$ cat src/rtl/pq_bist_pkg.sv
// Shared types and constants for the P/Q built-in self-test block.
package pq_bist_pkg;

  localparam int unsigned NUM_VECTORS = 8;
  localparam int unsigned VEC_W       = 3;
  localparam int unsigned RESP_W      = 2;
  localparam int unsigned CNT_W       = 4;
  localparam int unsigned FAIL_W      = 4;

  typedef enum logic [1:0] {
    ST_IDLE   = 2'd0,
    ST_SETTLE = 2'd1,
    ST_CHECK  = 2'd2,
    ST_DONE   = 2'd3
  } state_t;

  // Expected {P,Q} response, indexed by the {A,B,C} stimulus vector.
  localparam logic [RESP_W-1:0] GOLDEN [NUM_VECTORS] = '{
    2'b01, 2'b11, 2'b01, 2'b00, 2'b10, 2'b10, 2'b00, 2'b00
  };

endpackage

$ cat src/rtl/pq_golden.sv
// Combinational lookup of the expected {P,Q} response for a stimulus vector.
module pq_golden
  import pq_bist_pkg::*;
(
  input  logic [VEC_W-1:0]  vec,
  output logic [RESP_W-1:0] expected
);

  // Table read; every 3-bit index is a valid entry.
  always_comb begin
    expected = GOLDEN[vec];
  end

endmodule

$ cat src/rtl/pq_bist.sv
// Self-test sweep of a 3-input / 2-output function against a golden table.
// Optional build macro PQ_BIST_STOP_ON_FAIL_EN ends the sweep on the first
// mismatching vector instead of checking all eight.
module pq_bist
  import pq_bist_pkg::*;
#(
  parameter int unsigned SETTLE_CYCLES = 2
) (
  input  logic              clk,
  input  logic              reset,
  input  logic              start,
  input  logic              p_in,
  input  logic              q_in,
  output logic              a_out,
  output logic              b_out,
  output logic              c_out,
  output logic              busy,
  output logic              done,
  output logic              pass,
  output logic [FAIL_W-1:0] fail_count,
  output logic [VEC_W-1:0]  first_fail_vec
);

  localparam logic [CNT_W-1:0]  SETTLE_LAST = CNT_W'(SETTLE_CYCLES - 1);
  localparam logic [FAIL_W-1:0] FAIL_MAX    = FAIL_W'(NUM_VECTORS);
  localparam logic [VEC_W-1:0]  VEC_LAST    = VEC_W'(NUM_VECTORS - 1);

  state_t              state, state_next;
  logic [VEC_W-1:0]    vec, vec_next;
  logic [CNT_W-1:0]    cnt, cnt_next;
  logic [FAIL_W-1:0]   fail_next;
  logic [VEC_W-1:0]    first_fail_next;
  logic [RESP_W-1:0]   expected;
  logic                mismatch;
  logic                busy_next, done_next, pass_next;
  logic [VEC_W-1:0]    stim_next;

  pq_golden u_golden (
    .vec      (vec),
    .expected (expected)
  );

  assign mismatch = ({p_in, q_in} != expected);

  // State, datapath and output registers with synchronous reset.
  always_ff @(posedge clk) begin
    if (reset) begin
      state          <= ST_IDLE;
      vec            <= '0;
      cnt            <= '0;
      fail_count     <= '0;
      first_fail_vec <= '0;
      busy           <= 1'b0;
      done           <= 1'b0;
      pass           <= 1'b0;
      a_out          <= 1'b0;
      b_out          <= 1'b0;
      c_out          <= 1'b0;
    end else begin
      state                 <= state_next;
      vec                   <= vec_next;
      cnt                   <= cnt_next;
      fail_count            <= fail_next;
      first_fail_vec        <= first_fail_next;
      busy                  <= busy_next;
      done                  <= done_next;
      pass                  <= pass_next;
      {a_out, b_out, c_out} <= stim_next;
    end
  end

  // Next-state and datapath update: settle, compare, advance.
  always_comb begin
    state_next      = state;
    vec_next        = vec;
    cnt_next        = cnt;
    fail_next       = fail_count;
    first_fail_next = first_fail_vec;
    case (state)
      ST_IDLE, ST_DONE: begin
        if (start) begin
          state_next      = ST_SETTLE;
          vec_next        = '0;
          cnt_next        = '0;
          fail_next       = '0;
          first_fail_next = '0;
        end
      end
      ST_SETTLE: begin
        if (cnt == SETTLE_LAST) begin
          state_next = ST_CHECK;
          cnt_next   = '0;
        end else begin
          cnt_next = cnt + CNT_W'(1);
        end
      end
      ST_CHECK: begin
        if (mismatch) begin
          if (fail_count < FAIL_MAX) fail_next = fail_count + FAIL_W'(1);
          if (fail_count == '0) first_fail_next = vec;
        end
`ifdef PQ_BIST_STOP_ON_FAIL_EN
        if (mismatch || vec == VEC_LAST) begin
`else
        if (vec == VEC_LAST) begin
`endif
          state_next = ST_DONE;
        end else begin
          state_next = ST_SETTLE;
          vec_next   = vec + VEC_W'(1);
        end
      end
      default: state_next = ST_IDLE;
    endcase
  end

  // Output decode from the upcoming state so outputs leave a register.
  always_comb begin
    busy_next = 1'b0;
    done_next = 1'b0;
    pass_next = 1'b0;
    stim_next = '0;
    case (state_next)
      ST_SETTLE, ST_CHECK: begin
        busy_next = 1'b1;
        stim_next = vec_next;
      end
      ST_DONE: begin
        done_next = 1'b1;
        pass_next = (fail_next == '0);
        stim_next = VEC_LAST;
      end
      default: ;
    endcase
  end

endmodule

$ cat config.mk
export PLATFORM = sky130hd
export DESIGN_NAME = pq_bist
export DESIGN_NICKNAME = d
export VERILOG_FILES = /design/src/rtl/pq_bist_pkg.sv /design/src/rtl/pq_golden.sv /design/src/rtl/pq_bist.sv
export SDC_FILE = /design/constraint.sdc
export NUM_CORES = 1
export LEC_CHECK = 0
export BUFFER_PORTS_ARGS = -buffer_cell sky130_fd_sc_hd__buf_2
export CORE_MARGIN = 4
export CORE_UTILIZATION = 50
export CTS_BUF_LIST = sky130_fd_sc_hd__clkbuf_16
export DETAILED_ROUTE_END_ITERATION = 8
export HOLD_SLACK_MARGIN = 0.1
export MAX_ROUTING_LAYER = met4
export PLACE_DENSITY = 0.81
export SLEW_MARGIN = 20
export SYNTH_ARGS = -nofsm -noshare
export SYNTH_HDL_FRONTEND = slang
export SYNTH_SLANG_ARGS = --single-unit
$ cat constraint.sdc
create_clock -name clk -period 2.5 [get_ports clk]
set_input_delay 0.5 -clock clk [delete_from_list [all_inputs] [get_ports clk]]
set_output_delay 0.5 -clock clk [all_outputs]
set_load 0.02 [all_outputs]
==> results by group <==
Setup path
  – CP Cell Sequence: inv_1 -> ha_1 -> or3b_1 -> a21oi_1 -> nor2_1 -> a221o_1 -> inv_1 -> ha_1 -> nor2b_1 -> nand3_1 -> nor4_2
  – Critical path's slowest cell: or3b_1
  – WP data required: about 2.7 ns
  – CP max FO: 5
  – CP Class: flop to flop
  – CP peak stage delay: roughly 0.36 ns
  – Crit start category: flop
  – CP arrival: 2.38 ns
  – Crit path capture type: flop

Timing
  – RSZ-0062 raised after global routing: no
  – Setup TNS: 0 ns
  – Worst Clk Skew: ~0.0036 ns
  – Final setup fails: 0
  – Worst-margin pin slew: just over 0.5 ns
  – Fmax: approximately 450 MHz
  – Period minus WS final: 2.209 ns
  – Final cycle utilization of the critical path: between 80 and 90%
  – Setup ws final: ~0.29 ns
  – Slew HR: approximately two thirds
  – Final Slew Violations: 0
  – Final Hold Fails: 0

Power
  – Power Density: approximately 570 nW/um^2
  – Logic pwr share: between 10% and 20%
  – Clk network pwr share: 40.6%
  – Switching part of the total power: about a quarter
  – P_sw: 0.2001 mW
  – Reg power frac: roughly 45%
  – Max rail drop VDD: 511.4 uV
  – Int Pwr: 0.6115 mW
  – Leakage power: 0.5968 nW
  – Overall power: 0.8116 mW

Run status
  – Outcome: completed

Yosys
  – Seq/Total Area, Yosys: a little over a third
  – Cells after Synth: 140
  – Unique masters post-synth: 36
  – Post-Synthesis Cell Area: between 1000 and 1500 sq um
  – Synthesized net count: approximately 160
  – Number of flops mapped to enable cells by yosys: 0
  – Syn Area/Cell: 8.812 sq um
  – Yosys reg bits: 22
  – Asr flop ratio synth: 0%
  – Primary FF master, synth: dfxtp_1
  – Yosys warns: 0

Placed design
  – Post-Place Cells: approximately 180
  – DP Wirelength: 1891 um
  – Pre-CTS WS: about 0.26 ns
  – Port Buffers: 17
  – Routability Congestion: 0.7805

Final layout
  – Area of the multi-input gates: 730.7 sq um
  – Register area: ~440 sq um
  – Post-Layout Cell Count: ~180
  – Layout area overhead: 14.81%
  – Nets: about 170
  – Fill cell count: ~190
  – Diodes inserted: 0
  – Layout cells sized above 1: about a fifth

Global route
  – Antenna violations before repair: 0
  – Vias in the first global route: between 900 and 1,000
  – Pin count of the biggest net entering global routing: 21
  – Gr usage total: between 10% and 20%
  – GRT overflow: 0
  – First-pass GRT wire length: roughly 4300 um

Route
  – Drt drc: 0
  – DRT Wirelength: approximately 2500 um
  – Pre-antenna DRT Iters: 4
  – Antenna-violating nets left: 0
  – Vias per Instance: around 5.6
  – WL/cell: 13.33 um
  – Detailed Route Iter0 Violations: 35
  – Via count: 1,032

Clock network
  – Worst-Skew Late Latency: ~0.25 ns
  – CTS Buf Count: 3
  – Clock root buffer: clkbuf_16
  – Htree depth: 1
  – Max clock buf depth: 2
  – Post-CTS Setup Inserts: 0
  – CTS tree: built
  – Clock sinks: 22
  – Reg clk slew, reported paths: about 0.060 ns

Floorplan
  – Cell Rows: 17
  – Die W: about 58 um
  – Die Ht: about 58 um
  – Initial Util: between 50% and 60%
  – IO Count: 18
  – Area of the die: between 3000 and 4000 sq um
  – Core area: about 2300 sq um

Worst hold path
  – Hold/Removal Path Class: flop to flop

Flow run
  – Max cap viols: 0
[worst paths after layout]
| kind | start | slack, ns | cells after the start | end |
|---|---|---|---|---|
| setup / recovery | cnt[1] | 0.29 | 11 | pass |
| hold / removal | first_fail_vec[0] | 0.48 | 1 | first_fail_vec[0] |
| setup reg to reg | cnt[1] | 0.29 | 11 | pass |
| hold reg to reg | first_fail_vec[0] | 0.48 | 1 | first_fail_vec[0] |
[state kept, by name, indices dropped and copies added, names as in the netlist]
register and cells:
fail_count 4, pass 1, a_out 1, cnt 4, c_out 1, vec 3, first_fail_vec 3, b_out 1
state 2, done 1, busy 1
[per-layer routing]
layer / up-vias / GRT usage (%) / wire [um]
met5: - / - / 0
met4: 0 / 5.960 / 34
met3: 4 / 4.900 / 182
met2: 31 / 25.81 / 1125
met1: 478 / 20.44 / 1111
li1: 519 / - / -
[cells in the final DEF, fill, tap and decap left out, drive strengths merged, types with 2 or more instances in the layout]
cell | Yosys | final
nor2b | 10 | 10
and2 | 2 | 2
a21oi | 10 | 10
nand3b | 2 | 2
a22o | 3 | 3
o21ai | 4 | 4
nand4 | 3 | 3
nor2 | 12 | 12
inv | 11 | 11
a31oi | 2 | 2
mux2i | 2 | 2
dfxtp | 22 | 22
nand2 | 10 | 10
ha | 11 | 11
nand2b | 2 | 2
clkbuf | 3 | 3
buf | 2 | 18
nor3 | 7 | 7
nand3 | 7 | 7
[worst max-delay path, delay by kind of cell (launching register included)]
| kind | cells | cell delay, ns |
|---|---|---|
| flops | 1 | 0.34 |
| compound gates | 2 | 0.46 |
| simple gates | 5 | 0.86 |
| buf+inv | 2 | 0.15 |
| fa+ha+maj | 2 | 0.32 |
[layout make-up]
class / count / area share (%)
clock buffers: 3 / 5.300
inverters: 11 / 2.915
multi-input cells: 102 / 51.59
flip-flops and latches: 22 / 31.18
well taps: 28 / 2.473
repair buffers: 18 / 6.537
[cells in the mapped netlist (all sizes together), types with 2 or more instances]
cell	n	area, sq um
dfxtp	22	440.4
nor2	12	45.04
ha	11	137.6
inv	11	41.29
a21oi	10	50.05
nand2	10	37.54
nor2b	10	62.56
nand3	7	35.03
nor3	7	35.03
o21ai	4	20.02
a22o	3	26.28
clkbuf	3	11.26
nand4	3	18.77
a31oi	2	18.77
and2	2	15.02
buf	2	10.01
mux2i	2	20.02
nand2b	2	12.51
nand3b	2	15.01
[power by group through the flow]
| stage | logic (mW) | clock network, mW | registers [mW] |
|---|---|---|---|
| 2_1_floorplan | 0.0830 | 0 | 0.378 |
| 3_3_place_gp | 0.110 | 0 | 0.373 |
| 3_5_place_dp | 0.114 | 0 | 0.373 |
| 4_1_cts | 0.115 | 0.335 | 0.366 |
| 5_1_grt | 0.130 | 0.347 | 0.368 |
| 6_report | 0.115 | 0.330 | 0.366 |
[stage by stage]
step,util (%),area (sq um),hold WS (ns)
final,62.23,1416,0.4824
after global routing,62.23,1416,0.5091
after CTS,62.18,1415,0.4863
after detailed placement,58.88,1340,0.4715
after global placement,58.88,1340,0.4554
after floorplan,-,1234,0.4834
[repair_timing]
action	in CTS	in global routing
hold endpoints to repair	0	0
resized for setup	0	1
endpoints found under the setup margin	0	1
hold buffers	0	0
[cell families (layout without fill, tap and decap cells)]
kind of cell,after synthesis,in the layout,share of synthesized area (%)
fa+ha+maj,11,11,11.16
compound gates,28,28,18.76
mux,2,2,1.623
flops,22,22,35.70
simple gates,59,59,25.66
buf+inv,16,32,5.071
xor+xnor,2,2,2.029
Power figures use the tool's default switching activity.
